<file path="src/rtl/sma_fb_pkg.sv">
// Shared sizing helpers and legal parameter ranges for the streaming moving-average filter.
// Consumers: sma_fb_stream (top) and sma_hist_ring.
package sma_fb_pkg;

  localparam int DATA_W_MIN     = 4;
  localparam int DATA_W_MAX     = 32;
  localparam int LOG2_DEPTH_MIN = 1;
  localparam int LOG2_DEPTH_MAX = 8;

  // Accumulator width: a full window of extreme samples sums without overflow.
  function automatic int acc_w(input int data_w, input int log2_depth);
    return data_w + log2_depth;
  endfunction

  // Half of one LSB of the shifted result, used for round-half-up.
  function automatic int round_half(input int log2_depth);
    return 1 << (log2_depth - 1);
  endfunction

endpackage

</file>
<file path="src/rtl/sma_hist_ring.sv">
// DEPTH x DATA_W sample history ring with internal write pointer.
// The old sample is read combinationally before the write lands at the clock edge.
module sma_hist_ring
  import sma_fb_pkg::*;
#(
  parameter int DATA_W     = 16,
  parameter int LOG2_DEPTH = 2
) (
  input  logic                     clk,
  input  logic                     rst,
  input  logic                     we,
  input  logic                     clear,
  input  logic signed [DATA_W-1:0] wdata,
  output logic signed [DATA_W-1:0] old
);

  localparam int DEPTH = 1 << LOG2_DEPTH;

  logic signed [DATA_W-1:0] hist [DEPTH];
  logic [LOG2_DEPTH-1:0]    wp;

  always_ff @(posedge clk or negedge rst) begin
    if (!rst) begin
      wp <= '0;
      for (int i = 0; i < DEPTH; i++) hist[i] <= '0;
    end else if (clear) begin
      wp <= '0;
      for (int i = 0; i < DEPTH; i++) hist[i] <= '0;
    end else if (we) begin
      hist[wp] <= wdata;
      wp       <= wp + 1'b1;
    end
  end

  assign old = hist[wp];

endmodule

</file>
<file path="src/rtl/sma_fb_stream.sv">
// Streaming moving average over 2**LOG2_DEPTH signed samples using a feedback accumulator.
// Optional build macro SMA_FB_STREAM_ROUND_EN selects round-half-up instead of floor.
module sma_fb_stream
  import sma_fb_pkg::*;
#(
  parameter int DATA_W     = 16,
  parameter int LOG2_DEPTH = 2
) (
  input  logic                     clk,
  input  logic                     rst,
  input  logic                     in_valid,
  input  logic signed [DATA_W-1:0] x,
  input  logic                     clear,
  output logic                     out_valid,
  output logic signed [DATA_W-1:0] y,
  output logic                     warm
);

  localparam int ACC_W = acc_w(DATA_W, LOG2_DEPTH);
  localparam int DEPTH = 1 << LOG2_DEPTH;

  if (DATA_W < DATA_W_MIN || DATA_W > DATA_W_MAX) begin : g_bad_data_w
    $error("sma_fb_stream: DATA_W out of range");
  end
  if (LOG2_DEPTH < LOG2_DEPTH_MIN || LOG2_DEPTH > LOG2_DEPTH_MAX) begin : g_bad_log2_depth
    $error("sma_fb_stream: LOG2_DEPTH out of range");
  end

  // Handshake: valid-only stream. A sample is taken on any edge with in_valid=1
  // and clear=0; out_valid pulses one cycle later. There is no backpressure.
  logic accept;
  assign accept = in_valid & ~clear;

  logic signed [DATA_W-1:0] old;
  logic signed [ACC_W-1:0]  acc, acc_n;
  logic [LOG2_DEPTH:0]      fill;
  logic signed [DATA_W-1:0] y_n;

  sma_hist_ring #(
    .DATA_W     (DATA_W),
    .LOG2_DEPTH (LOG2_DEPTH)
  ) u_ring (
    .clk   (clk),
    .rst   (rst),
    .we    (accept),
    .clear (clear),
    .wdata (x),
    .old   (old)
  );

  assign acc_n = acc - ACC_W'(old) + ACC_W'(x);

`ifdef SMA_FB_STREAM_ROUND_EN
  logic signed [ACC_W:0] rsum, rshift;
  logic                  unused_rshift_hi;
  assign rsum             = (ACC_W+1)'(acc_n) + (ACC_W+1)'(round_half(LOG2_DEPTH));
  assign rshift           = rsum >>> LOG2_DEPTH;
  assign y_n              = {rshift[ACC_W], rshift[DATA_W-2:0]};
  assign unused_rshift_hi = ^rshift[ACC_W-1:DATA_W-1];
`else
  logic signed [ACC_W-1:0] fshift;
  logic                    unused_fshift_hi;
  assign fshift           = acc_n >>> LOG2_DEPTH;
  assign y_n              = {fshift[ACC_W-1], fshift[DATA_W-2:0]};
  assign unused_fshift_hi = ^fshift[ACC_W-2:DATA_W-1];
`endif

  always_ff @(posedge clk or negedge rst) begin
    if (!rst) begin
      acc       <= '0;
      fill      <= '0;
      y         <= '0;
      out_valid <= 1'b0;
    end else if (clear) begin
      acc       <= '0;
      fill      <= '0;
      y         <= '0;
      out_valid <= 1'b0;
    end else begin
      out_valid <= accept;
      if (accept) begin
        acc <= acc_n;
        y   <= y_n;
        if (fill != (LOG2_DEPTH+1)'(DEPTH)) fill <= fill + 1'b1;
      end
    end
  end

  assign warm = (fill == (LOG2_DEPTH+1)'(DEPTH));

endmodule

</file>
<file path="config.mk">
export PLATFORM = sky130hd
export DESIGN_NAME = sma_fb_stream
export DESIGN_NICKNAME = d
export VERILOG_FILES = /design/src/rtl/sma_fb_pkg.sv /design/src/rtl/sma_hist_ring.sv /design/src/rtl/sma_fb_stream.sv
export SDC_FILE = /design/constraint.sdc
export NUM_CORES = 1
export LEC_CHECK = 0
export ABC_AREA = 1
export CAP_MARGIN = 5
export CELL_PAD_IN_SITES_DETAIL_PLACEMENT = 1
export CELL_PAD_IN_SITES_GLOBAL_PLACEMENT = 1
export CORE_MARGIN = 8
export CORE_UTILIZATION = 48
export CTS_CLUSTER_DIAMETER = 50
export DETAILED_ROUTE_END_ITERATION = 8
export DONT_BUFFER_PORTS = 1
export PLACE_DENSITY_LB_ADDON = 0.25
export SYNTH_ARGS = -nofsm -noshare
export SYNTH_HDL_FRONTEND = slang
export SYNTH_SLANG_ARGS = --single-unit
</file>
<file path="constraint.sdc">
create_clock -name clk -period 3.68 [get_ports clk]
set_clock_uncertainty 0.15 [all_clocks]
set_input_delay 0.736 -clock clk [delete_from_list [all_inputs] [get_ports clk]]
set_output_delay 0.736 -clock clk [all_outputs]
set_load 0.01 [all_outputs]
</file>
==> run_results.csv, run 1 <==
group,metric,value,unit
place,gp_congestion,0.842,
global_route,grt_pass1_wl,26000,um
synth,synth.net_count,773,
power_and_ir_drop,seq_power_share,0.288,
sta,clock.fmax,300,MHz
drt,wl_met2,7830,um
critical_path,critical_path_class,"flip-flop to flip-flop",
synth,synth_cells,711,
clocking,hold_buffers,1,
floorplanning,die_h,124,um
clocking,cts.path.max_buffers,2,
sta,tns,0,ps
power_and_ir_drop,p_per_area,724,nW/um^2
global_route,antenna_found_initial,0,
synth,ys_ff_latch,88,
clocking,cts-htree-levels,3,
floorplanning,row_count,39,
sta,rsz0062_at_grt,"false",
clocking,cts_tree,"done",
global_route,grt_start_max_net_pins,89,
clocking,clkLatencyLatePin,360,ps
drt,drt_iter0_markers,265,
synth,syn_area,5600,um^2
final_layout,nets,743,
power_and_ir_drop,p_clk_frac,0.207,
power_and_ir_drop,combPwrFrac,0.506,
critical_path,start_kind,"flip-flop",
drt,wl_met3,459,um
critical_path,r2r_slack,350,ps
critical_path,worst_setup_path_end_kind,"flip-flop",
global_route,grt_pass1_vias,4945,
synth,synth_edf_count,0,
critical_path,worstPathArrival,3470,ps
sta,period_share,0.904,
drt,routed_wl,15800,um
worst_hold_path,hp-class,"input port to asynchronous set/reset pin",
power_and_ir_drop,switching_share,0.468,
sta,drv_slew,0,
clocking,clk_pin_slew,70,ps
floorplanning,io_pins,38,
drt,vias,4720,
clocking,post_cts_buffers,0,
drt,routedWlPerCell,19.1,um
final_layout,antenna_cells,0,
drt,dr.max_layer_used,"met4",
synth,ys_seq_area_frac,0.393,
floorplanning,die_area,15400,um^2
final_layout,final_common_cell,"nand2_1",
place,dpl.hpwl,11100,um
synth,ys_warn_count,0,
clocking,cts_resized,0,
place,io_buffers,0,
floorplanning,fp.dieW,124,um
final_layout,final_cell_mix,"nand2_1, inv_1, dfrtp_1",
global_route,grt-ovfl-total,0,
sta,slew_headroom,0.313,
drt,detail_route.vias_per_cell,5.69,
clocking,cts_buffers,9,
synth,synth_area_per_cell,7.87,um^2
sta,min_period,3330,ps
drt,first_pass_iters,4,
clocking,clock_sinks,88,
drt,wl_met1,7250,um
job,cap_violations,0,
drt,drc,0,
sta,setup-violations-final,0,
drt,drtAntennaViolNets,0,
power_and_ir_drop,internal_power,0.00225,W
global_route,grt_use_total,0.219,
synth,async_reset_ff_frac,1.00,
final_layout,final_area,5860,um^2
synth,synth_top_flop_cell,"dfrtp_1",
floorplanning,core_region_area,11400,um^2
floorplanning,start_util,0.490,
critical_path,critical_path.max_fanout,28,
status,status,"finished, final reports clean",
power_and_ir_drop,power_leakage,2.86,nW
sta,final-hold-violation-count,0,
final_layout,drive_above_1_share,0.0729,
final_layout,syn_to_final_growth,4.60,%
power_and_ir_drop,p_sw,0.00199,W
power_and_ir_drop,ir_drop,0.436,mV
sta,worstMarginPinSlew,1030,ps
place,postPlaceCellArea,5560,um^2
critical_path,cp.required,3820,ps
clocking,clock-root-buffer,"clkbuf_16",
synth,netlist-cell-type-count,31,
-- flip-flops by register name, indices dropped and copies added (netlist names) --
| signal | count |
|---|---|
| u_ring.hist | 64 |
| acc | 2 |
| fill | 3 |
| out_valid | 1 |
| u_ring.wp | 2 |
| y | 16 |
-- synthesized netlist by cell type, types with 4 or more instances --
library cell | number | area, um^2
ha_1 | 25 | 313
buf_4 | 18 | 135
nand3_1 | 79 | 395
a21oi_1 | 25 | 125
inv_2 | 5 | 18.8
nor2_1 | 58 | 218
clkbuf_1 | 17 | 63.8
fa_1 | 17 | 340
nand2_2 | 10 | 62.6
nand2_1 | 114 | 428
a21oi_2 | 4 | 35.0
dfrtp_1 | 88 | 2200
o22ai_1 | 18 | 113
o21ai_1 | 25 | 125
o21ai_0 | 80 | 400
buf_2 | 9 | 45.0
nand3b_1 | 6 | 45.0
inv_1 | 91 | 342
-- final timing paths --
path                                 startpoint               to  cells past startpoint
worst max register to register     u_ring.wp[0]            y[15]                     16
min in group clk                          clear   u_ring.hist[4]                      1
worst min-delay path                        rst             y[6]                      1
worst min register to register  u_ring.hist[33]  u_ring.hist[33]                      2
max in group asynchronous                   rst             y[8]                      1
worst max-delay path               u_ring.wp[0]            y[15]                     16
-- critical path: stages (launching register included) --
cell	delay, ps
dfrtp_1	380
inv_1	290
buf_12	220
o21ai_0	100
o22ai_1	280
fa_1	470
inv_1	70
ha_1	290
nand2_1	100
nand2_1	100
a21oi_2	200
nand3_2	170
nand2_2	110
nand2_1	60
nand2_1	80
nand3_1	70
nand2_1	80
-- stage by stage --
| step | instances | util | setup WS (ps) | total power, W | hold WS, ps |
|---|---|---|---|---|---|
| final | 829 | 0.513 | 352 | 0.00424 | 122 |
| after global routing | 829 | 0.513 | 97.2 | 0.00458 | 158 |
| after CTS | 829 | 0.513 | 403 | 0.00425 | 161 |
| after detailed placement | 812 | 0.487 | 441 | 0.00333 | 294 |
| after global placement | 812 | 0.487 | 518 | 0.00322 | 293 |
| after floorplan | 711 | - | 875 | 0.00290 | 290 |
-- layer usage --
layer,vias up,GRT usage
met3,21,0.0245
met1,2393,0.285
met4,0,0.0855
met2,69,0.367
li1,2237,-
met5,-,0
-- kinds of logic after synthesis --
kind of cell             after synthesis  share of synthesized area
AO/OA/AOI/OAI                        155                      0.147
buffers and inverters                146                      0.116
AND/OR/NAND/NOR                      277                      0.223
flip-flops                            88                      0.393
XOR/XNOR                               3                    0.00469
adder cells (fa/ha/maj)               42                      0.117
-- area by class of cell --
cell class                      count  area (um^2)
Sequential cell                    88         2200
Tap cell                          143          179
Multi-Input combinational cell    477         2750
Clock inverter                      6         42.5
Inverter                           97          364
Clock buffer                       10          229
Timing Repair Buffer                8         92.6
Fill cell                        1409         5560
-- power by group through the flow --
stage | logic, W | registers [W] | clock network, W
CTS | 0.00213 | 0.00123 | 0.000892
floorplan | 0.00175 | 0.00115 | 0
global placement | 0.00198 | 0.00124 | 0
finish | 0.00214 | 0.00122 | 0.000876
detailed placement | 0.00209 | 0.00124 | 0
global route | 0.00241 | 0.00124 | 0.000929
Power figures use the tool's default switching activity.
==> run 2, diff against run 1 <==
--- a/config.mk
+++ b/config.mk
@@ -5,12 +5,12 @@
 export SDC_FILE = /design/constraint.sdc
 export NUM_CORES = 1
 export LEC_CHECK = 0
-export ABC_AREA = 1
+export ABC_AREA = 0
 export CAP_MARGIN = 5
 export CELL_PAD_IN_SITES_DETAIL_PLACEMENT = 1
 export CELL_PAD_IN_SITES_GLOBAL_PLACEMENT = 1
 export CORE_MARGIN = 8
-export CORE_UTILIZATION = 48
+export CORE_UTILIZATION = 50
 export CTS_CLUSTER_DIAMETER = 50
 export DETAILED_ROUTE_END_ITERATION = 8
 export DONT_BUFFER_PORTS = 1
==> run_results.csv, run 2 <==
group,metric,value,unit
status,status,"finished with violations",
status,violations,"negative setup slack",
synth,async_reset_ff_frac,1.00,
drt,vias,4327,
critical_path,path_buf_inv,2,
final_layout,fillCellCount,1227,
global_route,grt_pass1_wl,23900,um
clocking,cts_buffers,9,
critical_path,reg2reg_depth,11,
synth,netlist-cell-type-count,50,
drt,drc,0,
place,io_buffers,0,
final_layout,largest_reg_flops,64,
synth,synth_edf_count,0,
critical_path,crit-reg2reg-capture,"y[15]",
synth,synthMostInstantiatedCell,"nand2_1",
clocking,clk_pin_slew,100,ps
power_and_ir_drop,power_leakage,2.77,nW
synth,synth_top_flop_cell,"dfrtp_1",
floorplanning,die_h,120,um
critical_path,crit_chain,"buf_6 -> mux4_2 -> fa_1 -> inv_2 -> ha_4 -> a2111oi_4 -> o21ai_2 -> a41o_1 -> a221oi_2 -> mux2i_1 -> mux2_1",
drt,drt_iter0_markers,327,
sta,rsz0062_at_grt,"true",
place,postPlaceCellArea,5600,um^2
final_layout,largest_register,"u_ring.hist",
final_layout,drive_above_1_share,0.167,
global_route,grt-ovfl-total,0,
job,cap_violations,0,
final_layout,final_cells,746,
synth,ys_ff_latch,88,
synth,synth_area_per_cell,9.05,um^2
sta,slew_headroom,0.496,
clocking,cts_tree,"done",
critical_path,start_kind,"flip-flop",
critical_path,worst_setup_path_end_kind,"flip-flop",
floorplanning,row_count,38,
sta,layout_setup_ws,-131,ps
floorplanning,fp.dieW,120,um
final_layout,syn_to_final_growth,12.0,%
drt,routedWlPerCell,21.0,um
critical_path,critical_path.max_fanout,4,
global_route,antenna_found_initial,0,
clocking,clock_sinks,88,
place,gp_congestion,0.819,
critical_path,timing.rr.start,"u_ring.wp[0]",
critical_path,r2r_slack,-130,ps
synth,yosys-top-cells-area,"dfrtp_1, nand2_1, a21oi_1, mux4_2, fa_1",
sta,final-hold-violation-count,0,
final_layout,final_cell_mix,"nand2_1, dfrtp_1, a21oi_1",
sta,period_share,1.04,
critical_path,critical_path_class,"flip-flop to flip-flop",
synth,synth_top_area_share,0.404,
final_layout,final_util,0.568,
floorplanning,core_region_area,10700,um^2
final_layout,nets,663,
place,dpl.hpwl,10100,um
critical_path,critical_path.slowest_cell,"fa_1",
floorplanning,io_pins,38,
critical_path,cpLargestDelayFamily,"multiplexers",
sta,whs,91.0,ps
power_and_ir_drop,ir_drop,0.277,mV
global_route,grt_start_max_net_pins,89,
synth,synth_cells,602,
sta,clock.fmax,262,MHz
floorplanning,die_area,14500,um^2
critical_path,worstPathArrival,3930,ps
synth,synth_common_cells,"nand2_1, dfrtp_1, a21oi_1, inv_1, ha_1",
final_layout,antenna_cells,0,
synth,ys_warn_count,0,
sta,setup-violations-final,2,
final_layout,final_area,6100,um^2
global_route,grt_pass1_vias,4514,
place,dp_cells,720,
sta,drv_slew,0,
power_and_ir_drop,power,0.00388,W
sta,min_period,3810,ps
final_layout,final_common_cell,"nand2_1",
sta,worstMarginPinSlew,757,ps
synth,syn_area,5450,um^2
power_and_ir_drop,p_per_area,636,nW/um^2
clocking,clkLatencyLatePin,370,ps
drt,drtAntennaViolNets,0,
clocking,clock-root-buffer,"clkbuf_8",
drt,detail_route.vias_per_cell,5.80,
synth,ys_seq_area_frac,0.404,
critical_path,cp_slowest_stage_delay,540,ps
clocking,cts.path.max_buffers,2,
clocking,cts-htree-levels,3,
global_route,grt_use_total,0.209,
drt,routed_wl,15600,um
synth,yosysTopAreaCell,"dfrtp_1",
final_layout,top_regs,"u_ring.hist x64, y x16, fill x3",
floorplanning,start_util,0.507,
critical_path,cp.required,3800,ps
synth,synth.net_count,664,
worst_hold_path,hp-class,"input port to asynchronous set/reset pin",
drt,first_pass_iters,4,
## run 2: per-stage QoR
| stage | setup TNS [ps] | worst slack (ps) |
|---|---|---|
| after global placement | -26.0 | -26.0 |
| after floorplan | 0 | 6.01 |
| after detailed placement | -393 | -189 |
| final | -224 | -131 |
| after global routing | -507 | -235 |
| after CTS | -113 | -113 |
## run 2: cell type report
| type | instances | area (um^2) | area share |
|---|---|---|---|
| multi-input cells | 394 | 2940 | 0.481 |
| well taps | 140 | 175 | 0.0287 |
| repair buffers | 34 | 315 | 0.0517 |
| clock inverters | 7 | 71.3 | 0.0117 |
| flip-flops and latches | 88 | 2200 | 0.361 |
| inverters | 74 | 278 | 0.0455 |
| clock buffers | 9 | 124 | 0.0203 |
## run 2: power by group
group	total [W]	leakage [nW]	internal (W)	switching [W]
Sequential	0.00117	1.20	0.00106	0.000115
Clock	0.000703	0.103	0.000316	0.000387
Combinational	0.00201	1.46	0.000928	0.00108
Total	0.00388	2.77	0.00230	0.00158
## run 2: kinds of logic (layout without fill, tap and decap cells)
logic type | Yosys count | in the layout | synth area share
adders and majority gates | 42 | 42 | 0.120
and+or+nand+nor | 195 | 195 | 0.147
DFF | 88 | 88 | 0.404
muxes | 24 | 24 | 0.0811
AOI/OAI and AO/OA | 123 | 123 | 0.138
xor gates and xnor gates | 10 | 10 | 0.0161
buffers and inverters | 120 | 124 | 0.0939
## run 2: per-layer routing
layer | GRT usage | vias to the layer above | wire length, um
met5 | 0 | - | 0
li1 | - | 1964 | -
met4 | 0.0617 | 0 | 231
met2 | 0.355 | 108 | 8130
met3 | 0.0350 | 19 | 795
met1 | 0.269 | 2236 | 6490
## run 2: worst max-delay path by stage
stage | from | slack (ps) | endpoint | depth (start not counted)
2_1_floorplan | u_ring.wp[0] | 6 | y[15] | 12
3_3_place_gp | u_ring.wp[0] | -30 | y[15] | 11
3_5_place_dp | u_ring.wp[0] | -190 | y[15] | 11
4_1_cts | u_ring.wp[0] | -110 | y[15] | 11
5_1_grt | u_ring.wp[0] | -240 | y[6] | 12
6_report | u_ring.wp[0] | -130 | y[15] | 11
## run 2: what timing repair did
action | 4_1_cts | 5_1_grt
gates cloned | 0 | 0
pin swaps | 9 | 21
hold buffers | 1 | 0
resized for setup | 13 | 26
endpoints found under the setup margin | 6 | 9
endpoints found under the hold margin | 88 | 0
buffers inserted | 3 | 7
==> run 3, diff against run 2 <==
--- a/config.mk
+++ b/config.mk
@@ -9,6 +9,7 @@
 export CAP_MARGIN = 5
 export CELL_PAD_IN_SITES_DETAIL_PLACEMENT = 1
 export CELL_PAD_IN_SITES_GLOBAL_PLACEMENT = 1
+export CORE_ASPECT_RATIO = 2
 export CORE_MARGIN = 8
 export CORE_UTILIZATION = 50
 export CTS_CLUSTER_DIAMETER = 50
==> run_results.csv, run 3 (synthesis gave the netlist of run 2 again) <==
group,metric,value,unit
status,status,"finished with violations",
status,violations,"negative setup slack",
final_layout,fillCellCount,1219,
final_layout,antenna_cells,0,
place,gp_congestion,0.795,
final_layout,final_cell_mix,"nand2_1, dfrtp_1, a21oi_1",
clocking,cts-htree-levels,3,
power_and_ir_drop,ir_drop,0.318,mV
job,cap_violations,0,
sta,slew_headroom,0.478,
drt,vias,4272,
place,io_buffers,0,
drt,drt_iter0_markers,155,
sta,tns,-284,ps
global_route,antenna_found_initial,0,
clocking,cts.path.max_buffers,2,
critical_path,start_kind,"flip-flop",
drt,drtAntennaViolNets,0,
final_layout,largest_register,"u_ring.hist",
final_layout,seqCellArea,2200,um^2
worst_hold_path,hp-class,"input port to asynchronous set/reset pin",
power_and_ir_drop,p_per_area,639,nW/um^2
critical_path,crit_chain,"buf_12 -> buf_6 -> mux4_2 -> fa_1 -> inv_1 -> ha_1 -> a211o_1 -> nor3_1 -> o21ai_1 -> and2_4 -> a2111o_1 -> o221ai_1",
final_layout,drive_above_1_share,0.138,
sta,clock.fmax,264,MHz
power_and_ir_drop,power_leakage,2.77,nW
global_route,grt_pass1_vias,4610,
sta,setup-violations-final,5,
clocking,cts_buffers,9,
final_layout,top_regs,"u_ring.hist x64, y x16, fill x3",
critical_path,cp.depth,12,
global_route,grt_use_total,0.204,
floorplanning,die_h,164,um
clocking,clkLatencyLatePin,340,ps
critical_path,cp_slowest_stage_delay,520,ps
global_route,grt.met2_usage,0.365,
place,dpl.hpwl,10300,um
critical_path,timing.rr.start,"u_ring.wp[0]",
critical_path,cpLargestDelayFamily,"compound AO/OA/AOI/OAI gates",
clocking,cts_tree,"done",
place,postPlaceCellArea,5580,um^2
global_route,grt_pass1_wl,24000,um
drt,routed_wl,15200,um
drt,detail_route.vias_per_cell,5.77,
sta,layout_setup_ws,-111,ps
floorplanning,start_util,0.507,
floorplanning,core_region_area,10700,um^2
critical_path,worst_setup_path_end_kind,"flip-flop",
final_layout,multi_input_area,2850,um^2
critical_path,reg2reg_depth,12,
final_layout,syn_to_final_growth,11.1,%
floorplanning,die_area,14700,um^2
critical_path,critical_path.slowest_cell,"mux4_2",
drt,routedWlPerCell,20.5,um
critical_path,cp-startpoint,"u_ring.wp[0]",
drt,first_pass_iters,4,
global_route,grt_start_max_net_pins,89,
clocking,clock_sinks,88,
critical_path,critical_path_class,"flip-flop to flip-flop",
critical_path,worstPathArrival,3880,ps
floorplanning,io_pins,38,
final_layout,nets,657,
clocking,clk_pin_slew,70,ps
drt,drc,0,
critical_path,cp.required,3770,ps
critical_path,critical_path.max_fanout,12,
final_layout,final_common_cell,"nand2_1",
final_layout,largest_reg_flops,64,
sta,drv_slew,0,
sta,rsz0062_at_grt,"true",
sta,min_period,3790,ps
global_route,met1_usage,0.243,
sta,worstMarginPinSlew,784,ps
clocking,clock-root-buffer,"clkbuf_16",
critical_path,path_buf_inv,3,
final_layout,final_area,6050,um^2
sta,period_share,1.03,
global_route,top_usage_layer,"met2",
floorplanning,row_count,54,
sta,final-hold-violation-count,0,
floorplanning,fp.dieW,89.8,um
global_route,grt-ovfl-total,0,
global_route,grt_util_met3,0.0350,
-- run 3: worst paths after layout --
path / endpoint / slack [ps]
hold / removal: fill[2] / 130
min in group clk: acc[0] / 300
hold reg to reg: u_ring.hist[47] / 370
setup / recovery: y[14] / -110
max in group asynchronous: y[2] / 2840
setup reg to reg: y[14] / -110
-- run 3: where the power goes --
group | switching (W) | total, W | internal [W] | leakage (nW)
clock network | 0.000392 | 0.000889 | 0.000497 | 0.143
registers | 0.000108 | 0.00117 | 0.00106 | 1.20
logic | 0.000990 | 0.00181 | 0.000824 | 1.43
-- run 3: stage by stage --
step                      power, W  setup slack [ps]  hold slack, ps  utilization  cells
final                      0.00387              -111             126        0.563    740
after global placement     0.00264             -7.81             294        0.519    718
after detailed placement   0.00271             -93.8             293        0.519    718
after global routing       0.00411              -189             184        0.563    740
after CTS                  0.00367             -54.9             171        0.550    735
after floorplan            0.00232              6.01             290            -    602
-- run 3: final cells by class --
class / count / share of cell area
clock buffer: 12 / 0.0424
inverter: 74 / 0.0459
multi-input combinational: 394 / 0.471
sequential: 88 / 0.364
clock inverter: 4 / 0.00455
timing repair buffer: 28 / 0.0428
tap: 140 / 0.0289
-- run 3: routing by layer --
metal | vias up | wire [um]
li1 | 1958 | -
met1 | 2215 | 6230
met2 | 79 | 8130
met3 | 20 | 514
met4 | 0 | 289
met5 | - | 0
-- run 3: worst register-to-register path, delay by kind of cell (launching register included) --
kind                     cells  cell delay [ps]
buffers and inverters        3              350
adder cells (fa/ha/maj)      2              810
AO/OA/AOI/OAI                4             1020
multiplexers                 1              520
AND/OR/NAND/NOR              2              430
flip-flops                   1              440
-- run 3: timing repair --
item	in CTS	in global routing
endpoints found under the hold margin	88	0
pin swaps	4	6
setup buffers	0	5
hold buffers	1	0
resized for setup	5	22
setup endpoints to repair	4	9
